## config.mk

```make
export PLATFORM = sky130hd
export DESIGN_NAME = wb_stage_pipe
export DESIGN_NICKNAME = d
export VERILOG_FILES = /design/src/rtl/wb_stage_pipe.sv
export SDC_FILE = /design/constraint.sdc
export NUM_CORES = 1
export LEC_CHECK = 0
export CAP_MARGIN = 20
export CORE_MARGIN = 3
export CORE_UTILIZATION = 50
export DETAILED_ROUTE_END_ITERATION = 8
export MAX_ROUTING_LAYER = met4
export PLACE_DENSITY = 0.95
export SLEW_MARGIN = 20
export SYNTH_ARGS = -nofsm -noshare
export SYNTH_HDL_FRONTEND = slang
export SYNTH_SLANG_ARGS = --single-unit
```

## constraint.sdc

```tcl
create_clock -name clk -period 3.45 [get_ports clk]
set_clock_uncertainty 0.1 [all_clocks]
set_input_delay 0.69 -clock clk [delete_from_list [all_inputs] [get_ports clk]]
set_output_delay 0.69 -clock clk [all_outputs]
set_load 0.1 [all_outputs]
```

## src/rtl/wb_stage_pipe.sv

```systemverilog
// Write-back stage: MEM/WB pipeline register followed by the select between the
// ALU result and extracted/extended load data. Drives the register-file write port,
// flags misaligned loads and counts retired instructions.
// Optional feature: define WB_BYPASS_EN to add a one-cycle bypass of the last
// committed register write (byp_valid / byp_rn / byp_data).
module wb_stage_pipe #(
  parameter int unsigned DATA_W = 32,
  parameter int unsigned REG_AW = 5,
  parameter int unsigned CNT_W  = 16,
  localparam int unsigned OFF_W = $clog2(DATA_W / 8)
) (
  input  logic              clk,
  input  logic              rst,
  input  logic              in_valid,
  output logic              in_ready,
  input  logic [DATA_W-1:0] in_r_alu,
  input  logic [DATA_W-1:0] in_m_o,
  input  logic              in_m2reg,
  input  logic              in_wreg,
  input  logic [REG_AW-1:0] in_rn,
  input  logic [1:0]        in_ld_size,
  input  logic              in_ld_signed,
  input  logic [OFF_W-1:0]  in_addr_lo,
  input  logic              stall,
  input  logic              flush,
  output logic              wb_we,
  output logic [REG_AW-1:0] wb_rn,
  output logic [DATA_W-1:0] wb_wdi,
  output logic              wb_misalign,
  output logic [CNT_W-1:0]  retire_cnt
`ifdef WB_BYPASS_EN
  ,
  output logic              byp_valid,
  output logic [REG_AW-1:0] byp_rn,
  output logic [DATA_W-1:0] byp_data
`endif
);

  // Doubleword loads only exist on a 64-bit datapath; otherwise size 3 acts as word.
  localparam bit HasDword = (DATA_W == 64);

  // Load size encodings
  localparam logic [1:0] SzByte  = 2'd0;
  localparam logic [1:0] SzHalf  = 2'd1;
  localparam logic [1:0] SzWord  = 2'd2;
  localparam logic [1:0] SzDword = 2'd3;

  // Registered entry
  logic              v_q;
  logic [DATA_W-1:0] r_alu_q;
  logic [DATA_W-1:0] m_o_q;
  logic              m2reg_q;
  logic              wreg_q;
  logic [REG_AW-1:0] rn_q;
  logic [1:0]        ld_size_q;
  logic              ld_signed_q;
  logic [OFF_W-1:0]  addr_lo_q;
  logic [CNT_W-1:0]  cnt_q;

  // Handshake / commit qualifiers
  logic capture;
  logic commit;

  // Load extraction intermediates
  logic              is_byte;
  logic              is_half;
  logic              is_word;
  logic              is_dword;
  logic [OFF_W-1:0]  eff_off;
  logic [DATA_W-1:0] lane;
  logic [DATA_W-1:0] ld_data;
  logic              misalign_cond;

  // A held entry blocks the input only while it is stalled.
  assign in_ready = !v_q | !stall;

  // Reset also suppresses the commit so a mid-stream reset writes nothing.
  assign commit  = v_q & !stall & !flush & !rst;
  assign capture = in_valid & in_ready & !flush;

  // Valid bit: flush beats capture, capture beats the drop after a commit.
  always_ff @(posedge clk) begin
    if (rst) begin
      v_q <= 1'b0;
    end else if (flush) begin
      v_q <= 1'b0;
    end else if (capture) begin
      v_q <= 1'b1;
    end else if (commit) begin
      v_q <= 1'b0;
    end
  end

  // Entry fields load only on an accepted capture and hold otherwise.
  always_ff @(posedge clk) begin
    if (rst) begin
      r_alu_q     <= '0;
      m_o_q       <= '0;
      m2reg_q     <= 1'b0;
      wreg_q      <= 1'b0;
      rn_q        <= '0;
      ld_size_q   <= 2'd0;
      ld_signed_q <= 1'b0;
      addr_lo_q   <= '0;
    end else if (capture) begin
      r_alu_q     <= in_r_alu;
      m_o_q       <= in_m_o;
      m2reg_q     <= in_m2reg;
      wreg_q      <= in_wreg;
      rn_q        <= in_rn;
      ld_size_q   <= in_ld_size;
      ld_signed_q <= in_ld_signed;
      addr_lo_q   <= in_addr_lo;
    end
  end

  // Retire counter counts every commit, including ones that write no register.
  always_ff @(posedge clk) begin
    if (rst) begin
      cnt_q <= '0;
    end else if (commit) begin
      cnt_q <= cnt_q + CNT_W'(1);
    end
  end

  // Decode the load size into one-hot flags.
  always_comb begin
    is_byte  = 1'b0;
    is_half  = 1'b0;
    is_word  = 1'b0;
    is_dword = 1'b0;
    unique case (ld_size_q)
      SzByte:  is_byte = 1'b1;
      SzHalf:  is_half = 1'b1;
      SzWord:  is_word = 1'b1;
      SzDword: begin
        if (HasDword) begin
          is_dword = 1'b1;
        end else begin
          is_word = 1'b1;
        end
      end
      default: is_word = 1'b1;
    endcase
  end

  // Offset bits below the access size are ignored, truncating to the aligned lane.
  always_comb begin
    eff_off = addr_lo_q;
    if (is_half) begin
      eff_off = addr_lo_q & ~OFF_W'(1);
    end else if (is_word) begin
      eff_off = addr_lo_q & ~OFF_W'(3);
    end else if (is_dword) begin
      eff_off = '0;
    end
  end

  assign lane = m_o_q >> {eff_off, 3'b000};

  // Extract the addressed lane and sign/zero-extend it to the datapath width.
  always_comb begin
    ld_data = '0;
    if (is_byte) begin
      ld_data      = {DATA_W{ld_signed_q & lane[7]}};
      ld_data[7:0] = lane[7:0];
    end else if (is_half) begin
      ld_data       = {DATA_W{ld_signed_q & lane[15]}};
      ld_data[15:0] = lane[15:0];
    end else if (is_word) begin
      ld_data       = {DATA_W{ld_signed_q & lane[31]}};
      ld_data[31:0] = lane[31:0];
    end else begin
      ld_data = m_o_q;
    end
  end

  // A load is misaligned when any offset bit below its size is set.
  always_comb begin
    misalign_cond = (is_half  & addr_lo_q[0])
                  | (is_word  & (addr_lo_q[1:0] != 2'b00))
                  | (is_dword & (addr_lo_q != '0));
  end

  assign wb_we       = commit & wreg_q & (rn_q != '0);
  assign wb_rn       = rn_q;
  assign wb_wdi      = m2reg_q ? ld_data : r_alu_q;
  assign wb_misalign = commit & m2reg_q & misalign_cond;
  assign retire_cnt  = cnt_q;

`ifdef WB_BYPASS_EN
  logic              byp_valid_q;
  logic [REG_AW-1:0] byp_rn_q;
  logic [DATA_W-1:0] byp_data_q;

  // Hold the last register-file write for one cycle, for register files
  // that do not forward a same-cycle write to their read ports.
  always_ff @(posedge clk) begin
    if (rst) begin
      byp_valid_q <= 1'b0;
      byp_rn_q    <= '0;
      byp_data_q  <= '0;
    end else begin
      byp_valid_q <= wb_we;
      if (wb_we) begin
        byp_rn_q   <= rn_q;
        byp_data_q <= wb_wdi;
      end
    end
  end

  assign byp_valid = byp_valid_q;
  assign byp_rn    = byp_rn_q;
  assign byp_data  = byp_data_q;
`endif

endmodule

```

# Yosys cells after proc, flatten, opt, wreduce, memory -nomap -nowiden
# Cells that the tools add are included.
[op_classes]
div_mod_pow = 0
n_shift = 1
order_cmp = 0
multipliers = 0
n_mux = 11
n_reduce_logical = 10
n_eq_ne = 3
addsub = 1
bitwise = 15
[ops]
columns = ["cell", "n"]
rows = [
  ["two-way mux 32 bit", 4],
  ["right shift 32 x 5 -> 32 bit", 1],
  ["adder 16 x 1 -> 16 bit, second input constant", 1],
  ["bitwise AND 1 bit", 13],
  ["two-way mux 1 bit", 5],
  ["nonzero test 5 bit", 1],
  ["== test 2 bit, second input constant", 2],
  ["logical NOT 1 bit", 4],
  ["two-way mux 2 bit", 2],
  ["nonzero test 2 bit", 2],
  ["OR reduction 2 bit", 2],
  ["== test 2 x 1 -> 1 bit, second input constant", 1],
  ["logical NOT 2 bit", 1],
  ["bitwise OR 1 bit", 2],
]
[totals]
out_inout_bits = 56
regBits = 93
ram_bits = 0
n_memories = 0
rom_bits = 0
latch_bits = 0
inputBits = 81
elab_cells = 51

# Longest topological paths before layout
# Gate-level depths: netlist (run 1).
[logic_depth]
word_depth = 10
mapped_depth = 7
mapped_depth_nobuf = 5

# Least setup slack after synthesis (run 1)
# Ideal clock, no wire load.
[synth_path]
path_type = "reg2out"
from = "register ld_size_q[1]"
to = "output wb_wdi[0]"
path_buffers = 2
path_stages_with_launch = 6
required_ns = 2.660
t_arrival_ns = 3.069
slack_ns = -0.409
cell_sequence = "dfxtp_1 > clkbuf_1 > nor2_1 > clkbuf_1 > mux2i_1 > o221ai_1"
[synth_between]
elab_chain_len = 10
word_cells_on_any_way = 15
classes_between = "3 x eq/ne; 1 x shift; 9 x mux; 2 x reduce/logical"
[synth_rtl]
columns = ["element", "line_no", "source"]
rows = [
  ["start, declared", "55", "logic [1:0] ld_size_q;"],
  ["start signal, assigned", "111", "ld_size_q <= in_ld_size;"],
  ["== test 2 bit", "132", "unique case (ld_size_q)"],
  ["OR reduction 2 bit (no source line)", "-", ""],
  ["two-way mux 1 bit", "-", ""],
  ["two-way mux 2 bit", "152", "end else if (is_word) begin"],
  ["two-way mux 2 bit", "150", "if (is_half) begin"],
  ["right shift 32 x 5 -> 32 bit", "159", "assign lane = m_o_q >> {eff_off, 3'b000};"],
  ["two-way mux 32 bit", "170", "end else if (is_word) begin"],
  ["two-way mux 32 bit", "167", "end else if (is_half) begin"],
  ["two-way mux 32 bit (*)", "164", "if (is_byte) begin"],
  ["two-way mux 32 bit (*)", "187", "assign wb_wdi = m2reg_q ? ld_data : r_alu_q;"],
  ["end, declared", "28", "output logic [DATA_W-1:0] wb_wdi,"],
]
# Every way passes the cells marked *; elsewhere a longest branch is shown, timed or not.

# Final worst setup path (run 1)
[layout_path]
from = "register ld_size_q[1]"
to = "output wb_wdi[17]"
[layout_between]
elab_chain_len = 10
word_cells_on_any_way = 17
classes_between = "3 x eq/ne; 1 x shift; 9 x mux; 2 x bitwise; 2 x reduce/logical"
[layout_rtl]
columns = ["element", "line_no"]
rows = [
  ["== test 2 bit", "132"],
  ["OR reduction 2 bit (no source line)", "-"],
  ["two-way mux 1 bit", "-"],
  ["two-way mux 2 bit", "152"],
  ["two-way mux 2 bit", "150"],
  ["right shift 32 x 5 -> 32 bit", "159"],
  ["two-way mux 32 bit / bitwise AND 1 bit (equally long branches)", "170, 168"],
  ["two-way mux 32 bit", "167"],
  ["two-way mux 32 bit (*)", "164"],
  ["two-way mux 32 bit (*)", "187"],
]
# Marks and branches as above.

==> implementation parameters, run 1 <==
Parameter                              Value

Pwr
  Fraction of power spent switching nets    32.37%
  Switching power of the nets    825.9 µW
  Largest vdd supply drop    between 0.0002 and 0.0003 V
  Logic gate share of total power    25.9%
  Sequential share of power    45.3%
  Power density of the placed cells    around 410 nW/µm²
  Clock group share of total power    between 20% and 30%
  Static Leakage    approximately 0.0022 µW
  Internal cell power    1726 µW

Timing
  Final critical-path share of the clock period    92.16%
  Max-Slew Margin vs Limit    49.12%
  Smallest hold slack    0.3579 ns
  Post-route setup TNS    0 ns
  Highest clock frequency the design can meet    0.3145 GHz
  Unrepaired setup endpoints after global routing    false
  Final worst slack    0.2703 ns
  Worst-Margin Slew    roughly 0.76 ns
  Final hold violation count    0
  Max Transition Viols Final    0
  Time the final worst path needs with I/O delays and setup    around 3.2 ns
  Setup Viol. Count Final    0

Critical path
  Critical path endpoint    wb_wdi[17]
  First element of the critical path    ld_size_q[1]
  Critical Path RT    2.66 ns
  Launch point of the worst reg-to-reg path    v_q
  Reg2Reg Depth    4
  Critical path startpoint category    flop
  CP Max Fanout    16
  Crit. End Element    primary output
  Register-to-register setup slack    1.25 ns
  CP Class    reg2out
  Worst r2r dst    retire_cnt[15]
  WP data arrival    between 2 and 2.5 ns

Worst hold path
  Min-delay worst type    reg2reg

Job
  Number of max-cap violations    0

Synth
  FFs w/ async S/R, synth    0%
  Number of synthesized register bits    93
  Average instance area after synthesis    7.442 µm²
  Proportion of synthesized chip area in sequential cells    between 40% and 50%
  Adder and majority cell fraction of the synthesized area    0.2939%
  Total number of yosys warnings    0
  Distinct cell type count after synthesis    37
  Synthesized-area fraction occupied by ao, oa, aoi and oai cells    18.90%
  Xor-xnor portion of the synthesized cell area    under 10%
  Biggest area consumer among synthesized cells    sky130_fd_sc_hd__dfxtp_1
  Cell area after technology mapping    4257 µm²
  Fraction of synthesized cell area taken by the top area cell type    43.74%
  Post-synth net total    654
  Area fraction in and, or, nand and nor cells after synthesis    26.84%
  Flip-flop cell with the highest count after synthesis    sky130_fd_sc_hd__dfxtp_1
  Post-synth EDFFs    0
  Combinational family with the most area after synthesis    simple AND/OR/NAND/NOR gates
  Multiplexer share of the synthesized area    3.762%
  Post-Synthesis Cells    572
  Dominant cells by area after synthesis    sky130_fd_sc_hd__dfxtp_1, sky130_fd_sc_hd__nand2_1, sky130_fd_sc_hd__a21oi_1, sky130_fd_sc_hd__a31oi_1, sky130_fd_sc_hd__mux2i_1

Clock tree
  Number of buffers between clock root and the deepest sink    2
  Reg clk slew, reported paths    0.08 ns
  H-tree depth    3
  CTS hold repair buffers    0
  # resized after CTS    0
  Buffers inserted during post-CTS setup optimization    0
  CTS tree    done
  Number of clock buffers inserted by TritonCTS    9
  Sink Count    93
  Cell at the root of the clock tree    sky130_fd_sc_hd__clkbuf_8
  Worst-skew pair later-pin latency    0.35 ns

Cells and area
  Most frequent standard cell in the layout excluding fill and tap cells    sky130_fd_sc_hd__nand2_1
  Antenna cells    0
  Fin area    6202 µm²
  Growth of design area from synthesis to finish    45.71%
  Area occupied by multi-input gates    2256 µm²
  Sequential cell area    1862 µm²
  Layout Nets    769
  Commonest cells after routing, fill and taps aside    sky130_fd_sc_hd__nand2_1, sky130_fd_sc_hd__dfxtp_1, sky130_fd_sc_hd__a21oi_1
  Fraction of final layout cells sized beyond drive strength 1    14.02%
  Fillers    571

Route
  Number of nets still failing antenna checks after routing    0
  Wire length after detailed routing    13360 µm
  Initial drt markers    415
  Detailed-routing iteration count for the pre-antenna-repair pass    6
  Detail-routed net length per standard cell    16.76 µm
  Drt drc    0
  Vias per std cell    between 5 and 6
  Number of vias after detailed routing    4623

Floorplan
  Total I/O pin count    137
  Y dimension of the die    about 98 µm
  Width of the die    98.27 µm
  Core Box Area    8258 µm²
  Overall die area    9656 µm²
  Effective utilization at floorplan    between 50% and 60%
  Number of standard-cell rows in the floorplan    33

Global route
  Number of global-route vias before repair    4516
  Overflow left after global routing    0
  Largest net degree at the start of global routing    77
  Overall fraction of global-route tracks in use    27.97%
  Wire length of the first global-routing pass    between 20000 and 25000 µm
  Antenna violations before repair    0

Placed design
  Routability cong.    0.9115
  Port bufs    136
  Cell area after placement    6001 µm²
  Post-place setup slack    0.3652 ns
  Detailed Place HPWL    9784 µm

Status
  Result of the run    finished, final reports clean
## worst max-delay path, stage by stage (launching register included)
cell	delay, ns
sky130_fd_sc_hd__dfxtp_1	0.33
sky130_fd_sc_hd__buf_4	0.19
sky130_fd_sc_hd__nor2b_1	0.17
sky130_fd_sc_hd__a21oi_1	0.11
sky130_fd_sc_hd__o41a_1	0.56
sky130_fd_sc_hd__a31oi_1	0.45
sky130_fd_sc_hd__buf_12	0.23
## stage by stage
| step | util [%] | cells | total power [µW] |
|---|---|---|---|
| 5_1_grt | 75.11 | 797 | 2636 |
| 4_1_cts | 75.11 | 797 | 2558 |
| 3_3_place_gp | 72.67 | 781 | 1819 |
| 6_report | 75.11 | 797 | 2552 |
| 3_5_place_dp | 72.67 | 781 | 1834 |
| 2_1_floorplan | - | 572 | 1554 |
## power by group through the flow
stage	logic [µW]	clock network (µW)	registers [µW]
5_1_grt	689	788	1160
3_3_place_gp	644	0	1170
3_5_place_dp	657	0	1180
2_1_floorplan	371	0	1180
4_1_cts	660	746	1150
6_report	660	737	1150
## cells by family after synthesis
family	Yosys count
AND/OR/NAND/NOR	267
AO/OA/AOI/OAI	139
flip-flops	93
buffers and inverters	46
multiplexers	16
XOR/XNOR	10
adder cells (fa/ha/maj)	1
## synth_stat cells, types with 4 or more instances
cell / count
sky130_fd_sc_hd__nand2_1: 181
sky130_fd_sc_hd__dfxtp_1: 93
sky130_fd_sc_hd__a21oi_1: 84
sky130_fd_sc_hd__nor2_1: 38
sky130_fd_sc_hd__clkbuf_1: 37
sky130_fd_sc_hd__a31oi_1: 30
sky130_fd_sc_hd__mux2i_1: 16
sky130_fd_sc_hd__nand2b_1: 11
sky130_fd_sc_hd__o21a_1: 7
sky130_fd_sc_hd__o221ai_1: 7
sky130_fd_sc_hd__nand3_1: 6
sky130_fd_sc_hd__nand4_1: 6
sky130_fd_sc_hd__buf_1: 5
sky130_fd_sc_hd__nor2b_1: 5
sky130_fd_sc_hd__o21ai_0: 5
sky130_fd_sc_hd__xnor2_1: 5
sky130_fd_sc_hd__xor2_1: 5
sky130_fd_sc_hd__nor3_1: 4
sky130_fd_sc_hd__or3_1: 4
## cell type report
type	instances	area share [%]
clock inverter	5	0.9683
inverter	2	0.1210
clock buffer	11	2.280
tap	105	2.118
sequential	93	30.02
timing repair buffer	148	28.12
multi-input combinational	433	36.37
## sequential cells by signal (all words and copies together) (netlist names), 2 cells and up
signal      count
r_alu_q        32
retire_cnt     16
m_o_q          32
wb_rn           5
addr_lo_q       2
ld_size_q       2
## worst min path at each step
stage,from,endpoint,slack (ns),cells past startpoint
6_report,r_alu_q[7],r_alu_q[7],0.36,2
5_1_grt,r_alu_q[15],r_alu_q[15],0.38,2
4_1_cts,r_alu_q[7],r_alu_q[7],0.36,2
3_5_place_dp,r_alu_q[7],r_alu_q[7],0.34,2
3_3_place_gp,r_alu_q[26],r_alu_q[26],0.34,2
2_1_floorplan,r_alu_q[7],r_alu_q[7],0.33,2
## metal layers
metal | wire (µm) | up-vias | GRT usage (%)
li1 | - | 2172 | -
met1 | 5209 | 2123 | 33.57
met2 | 6655 | 284 | 46.70
met3 | 1071 | 44 | 4.929
met4 | 421 | 0 | 11.13
met5 | 0 | - | -
(Power assumes the default switching activity.)
==> run 2: changes to the inputs <==
--- a/config.mk
+++ b/config.mk
@@ -9,6 +9,7 @@
 export CORE_MARGIN = 3
 export CORE_UTILIZATION = 50
 export DETAILED_ROUTE_END_ITERATION = 8
+export GPL_ROUTABILITY_DRIVEN = 0
 export MAX_ROUTING_LAYER = met4
 export PLACE_DENSITY = 0.95
 export SLEW_MARGIN = 20
==> run 2 against run 1 <==
Net effect:
- utilization grew 0.20 points
- routed wire length down 0.50%
- global-route usage decreased by 0.25 points
- critical path depth down 1
- final area increased by 0.26%
- critical endpoint is now wb_wdi[23]
==> implementation parameters, run 2 (synthesis results as in run 1) <==
Parameter                              Value

Critical path
  WP data arrival    2.41 ns
  CP Class    reg2out
  CP cell instances    nor2b_1, a21oi_1, o41a_1, a31oi_1, buf_12
  Critical Path RT    2.66 ns
  Count of buffer and inverter cells on the critical path    1
  Cell family contributing the most delay on the critical path    compound AO/OA/AOI/OAI gates
  Reg2Reg Depth    4
  CP Max Fanout    16
  Critical path depth in cells    5
  Delay of the slowest cell on the worst path    0.57 ns
  Critical path startpoint category    flop
  Crit. End Element    primary output
  Master of the slowest instance on the critical path    sky130_fd_sc_hd__o41a_1

Global route
  Overall fraction of global-route tracks in use    27.72%
  Antenna violations before repair    0
  Wire length of the first global-routing pass    21310 µm
  Number of global-route vias before repair    4426
  Largest net degree at the start of global routing    77
  Overflow left after global routing    0

Timing
  Highest clock frequency the design can meet    0.3124 GHz
  Final hold violation count    0
  Final critical-path share of the clock period    92.78%
  Time the final worst path needs with I/O delays and setup    3.201 ns
  Worst-Margin Slew    about 0.78 ns
  Setup Viol. Count Final    0
  Unrepaired setup endpoints after global routing    false
  Max-Slew Margin vs Limit    47.69%
  Max Transition Viols Final    0

Route
  Vias per std cell    5.772
  Wire length after detailed routing    13290 µm
  Detailed-routing iteration count for the pre-antenna-repair pass    5
  Number of nets still failing antenna checks after routing    0
  Number of vias after detailed routing    4600
  Initial drt markers    382
  Drt drc    0
  Detail-routed net length per standard cell    16.68 µm

Floorplan
  Effective utilization at floorplan    51.55%
  Number of standard-cell rows in the floorplan    33
  Y dimension of the die    98.27 µm
  Width of the die    between 90 and 100 µm
  Overall die area    9656 µm²
  Total I/O pin count    137
  Core Box Area    just over 8000 µm²

Clock tree
  Number of buffers between clock root and the deepest sink    2
  CTS hold repair buffers    0
  Cell at the root of the clock tree    sky130_fd_sc_hd__clkbuf_8
  Number of clock buffers inserted by TritonCTS    9
  # resized after CTS    0
  Reg clk slew, reported paths    about 0.080 ns
  Sink Count    93
  CTS tree    done
  Buffers inserted during post-CTS setup optimization    0
  Worst-skew pair later-pin latency    0.35 ns
  H-tree depth    3

Cells and area
  Growth of design area from synthesis to finish    46.09%
  Commonest cells after routing, fill and taps aside    sky130_fd_sc_hd__nand2_1, sky130_fd_sc_hd__dfxtp_1, sky130_fd_sc_hd__a21oi_1
  Fraction of final layout cells sized beyond drive strength 1    13.73%
  Most frequent standard cell in the layout excluding fill and tap cells    sky130_fd_sc_hd__nand2_1
  Antenna cells    0
  Layout Nets    769
  Final cell count without fillers    between 700 and 800
  Fin area    6218 µm²

Placed design
  Placed cell count    781
  Cell area after placement    ~6000 µm²
  Port bufs    about 140
  Detailed Place HPWL    roughly 9700 µm

Worst hold path
  WHS Path Cells    2
  Min-delay worst type    reg2reg

Pwr
  Power density of the placed cells    around 420 nW/µm²
  Static Leakage    between 0.002 and 0.0025 µW
  Largest vdd supply drop    0.0003032 V

Status
  Result of the run    finished, final reports clean

Job
  Number of max-cap violations    0
run 2: tightest hold or removal path: cells and delay by family, from the launching register on:
| kind | cells | cell delay (ns) |
|---|---|---|
| AO/OA/AOI/OAI | 1 | 0.05 |
| flip-flops | 1 | 0.31 |
| AND/OR/NAND/NOR | 1 | 0.05 |
run 2: cell type report:
type / instances / area [µm²]
Multi-Input combinational cell: 433 / 2256
Fill cell: 560 / 2039
Sequential cell: 93 / 1862
Timing Repair Buffer: 148 / 1744
Clock buffer: 13 / 148.9
Tap cell: 105 / 131.4
Clock inverter: 3 / 68.82
Inverter: 2 / 7.507
run 2: stage by stage:
stage	utilization [%]	worst slack [ns]	setup TNS [ns]	hold WS [ns]	total power, µW
floorplan	-	-0.2971	-5.537	0.3318	1554
detailed placement	72.67	0.3636	0	0.3479	1835
CTS	75.30	0.2581	0	0.3596	2606
finish	75.30	0.2490	0	0.3593	2605
global route	75.30	0.07375	0	0.3772	2692
global placement	72.67	0.4070	0	0.3418	1819
run 2: where the power goes:
part           switching (µW)  leakage, µW  internal (µW)  total, µW
registers                40.0     0.000758           1110       1150
clock network             360     0.000108            431        791
logic                     405      0.00136            254        660
total                     805      0.00223           1800       2610
run 2: worst paths after layout:
check | slack, ns | from | end
worst max-delay path | 0.25 | addr_lo_q[1] | wb_wdi[23]
worst min-delay path | 0.36 | r_alu_q[25] | r_alu_q[25]
worst max register to register | 1.24 | v_q | retire_cnt[15]
worst min register to register | 0.36 | r_alu_q[25] | r_alu_q[25]
run 2: layer usage:
metal	wire, µm	part of all wire, %	track usage (%)	vias to the layer above
li1	-	-	-	2170
met1	5158	39	32.96	2126
met2	6723	51	47.64	264
met3	1064	8.0	4.357	40
met4	344	2.6	9.769	0
met5	0	0	-	-
==> run 3: changes to the inputs <==
--- a/config.mk
+++ b/config.mk
@@ -7,7 +7,8 @@
 export LEC_CHECK = 0
 export CAP_MARGIN = 20
 export CORE_MARGIN = 3
-export CORE_UTILIZATION = 50
+export CORE_UTILIZATION = 52
+export CTS_BUF_LIST = sky130_fd_sc_hd__clkbuf_4
 export DETAILED_ROUTE_END_ITERATION = 8
 export GPL_ROUTABILITY_DRIVEN = 0
 export MAX_ROUTING_LAYER = met4
==> run 3 against run 2 <==
Net effect:
- routed wire length up 1.3%
- sequential power about the same
- critical path depth is 1 higher
==> implementation parameters, run 3 (synthesis results as in run 1) <==
Parameter                              Value

Status
  Result of the run    finished, final reports clean

Floorplan
  Number of standard-cell rows in the floorplan    32
  Overall die area    9307 µm²
  Core Box Area    7848 µm²
  Total I/O pin count    137
  Width of the die    just under 100 µm
  Effective utilization at floorplan    54.24%
  Y dimension of the die    96.48 µm

Route
  Vias per std cell    5.798
  Wire length after detailed routing    13460 µm
  Number of nets still failing antenna checks after routing    0
  Number of vias after detailed routing    ~4600
  Initial drt markers    ~360
  Detailed-routing iteration count for the pre-antenna-repair pass    8
  Detail-routed net length per standard cell    16.98 µm
  Drt drc    0

Clock tree
  Sink Count    93
  Cell at the root of the clock tree    sky130_fd_sc_hd__clkbuf_4
  Number of buffers between clock root and the deepest sink    2
  Worst-skew pair later-pin latency    about 0.44 ns
  CTS tree    done
  Number of clock buffers inserted by TritonCTS    9
  Reg clk slew, reported paths    0.14 ns
  H-tree depth    3

Cells and area
  Final cell count without fillers    around 800
  Fillers    527
  Growth of design area from synthesis to finish    44.30%
  Commonest cells after routing, fill and taps aside    sky130_fd_sc_hd__nand2_1, sky130_fd_sc_hd__dfxtp_1, sky130_fd_sc_hd__a21oi_1
  Fraction of final layout cells sized beyond drive strength 1    14.04%
  Antenna cells    0
  Most frequent standard cell in the layout excluding fill and tap cells    sky130_fd_sc_hd__nand2_1
  Area occupied by multi-input gates    between 2000 and 2500 µm²
  Layout Nets    770
  Sequential cell area    1862 µm²
  Post-Route Utilization    between 70% and 80%

Global route
  Largest net degree at the start of global routing    77
  Number of global-route vias before repair    between 4000 and 5000
  Antenna violations before repair    0
  Wire length of the first global-routing pass    21080 µm
  Overflow left after global routing    0
  Overall fraction of global-route tracks in use    between 20 and 30%

Critical path
  Critical Path RT    2.66 ns
  Cell family contributing the most delay on the critical path    compound AO/OA/AOI/OAI gates
  CP Class    reg2out
  Crit. End Element    primary output
  CP cell instances    mux2i_1, a2111oi_0, nand3_1, buf_4, a41oi_1, buf_12
  Critical path startpoint category    flop
  Count of buffer and inverter cells on the critical path    2
  WP data arrival    2.45 ns
  Master of the slowest instance on the critical path    sky130_fd_sc_hd__a2111oi_0
  CP Max Fanout    17
  Delay of the slowest cell on the worst path    0.48 ns

Timing
  Worst-Margin Slew    0.7396 ns
  Final critical-path share of the clock period    about 94%
  Final hold violation count    0
  Max Transition Viols Final    0
  Unrepaired setup endpoints after global routing    false
  Time the final worst path needs with I/O delays and setup    3.240 ns
  Setup Viol. Count Final    0
  Highest clock frequency the design can meet    0.3086 GHz
  Max-Slew Margin vs Limit    50.69%
  Smallest hold slack    around 0.37 ns

Placed design
  Port bufs    about 140
  Placed cell count    778
  Detailed Place HPWL    9844 µm

Worst hold path
  Min-delay worst type    reg2reg

Pwr
  Static Leakage    approximately 0.0022 µW
  Overall power of the completed layout    2461 µW
  Power density of the placed cells    400.7 nW/µm²
  Largest vdd supply drop    about 0.00027 V

Job
  Number of max-cap violations    0
[run 3: changes by cell type in the layout (fill, tap and decap cells not counted)]
cell / previous run / this run
sky130_fd_sc_hd__clkbuf_4: 0 / 10
sky130_fd_sc_hd__clkinvlp_4: 0 / 2
sky130_fd_sc_hd__buf_4: 33 / 35
sky130_fd_sc_hd__clkinv_4: 1 / 0
sky130_fd_sc_hd__clkbuf_1: 3 / 0
sky130_fd_sc_hd__clkbuf_8: 10 / 0
sky130_fd_sc_hd__buf_12: 35 / 34
[run 3: repair_timing]
action | in CTS | in global routing
buffers inserted | 0 | 1
gates resized for setup | 0 | 0
endpoints found under the setup margin | 0 | 18
hold buffers | 0 | 0
[run 3: layout make-up]
type / count / area share (%)
Multi-Input combinational cell: 433 / 36.73
Sequential cell: 93 / 30.31
Timing Repair Buffer: 149 / 28.32
Tap cell: 102 / 2.078
Clock buffer: 10 / 1.222
Clock inverter: 4 / 1.222
Inverter: 2 / 0.1222
[run 3: metal layers]
layer	vias up	wire length, µm	GRT usage, %
li1	2181	-	-
met1	2127	5077	35.44
met2	251	6870	50.69
met3	39	1180	6.197
met4	0	334	9.229
met5	-	0	-
[run 3: path summary, 6_finish.rpt]
| check | from | end | slack [ns] | cells past startpoint |
|---|---|---|---|---|
| worst max-delay path | addr_lo_q[0] | wb_wdi[15] | 0.21 | 6 |
| worst min-delay path | r_alu_q[4] | r_alu_q[4] | 0.37 | 2 |
| worst max register to register | v_q | retire_cnt[15] | 1.28 | 4 |
| worst min register to register | r_alu_q[4] | r_alu_q[4] | 0.37 | 2 |
[run 3: per-stage QoR]
| step | setup WS [ns] | setup TNS [ns] | instance area [µm²] |
|---|---|---|---|
| 2_1_floorplan | -0.2971 | -5.537 | 4304 |
| 3_3_place_gp | 0.4105 | 0 | 5984 |
| 3_5_place_dp | 0.3758 | 0 | 5984 |
| 4_1_cts | 0.005296 | 0 | 6135 |
| 5_1_grt | 0.05655 | 0 | 6142 |
| 6_report | 0.2101 | 0 | 6142 |
[run 3: power by group]
part	leakage (µW)	internal, µW	switching [µW]	total [µW]
combinational	0.00136	253	407	659
sequential	0.000758	1120	38.6	1150
clock	0.0000746	294	353	647
total	0.00219	1660	798	2460
[run 3: worst reg2reg max path, cell delays in order, from the launching register on]
cell                      delay (ns)
sky130_fd_sc_hd__dfxtp_1        0.38
sky130_fd_sc_hd__or4b_4         0.54
sky130_fd_sc_hd__or4_4          0.59
sky130_fd_sc_hd__or3_1          0.37
sky130_fd_sc_hd__a21oi_1        0.14
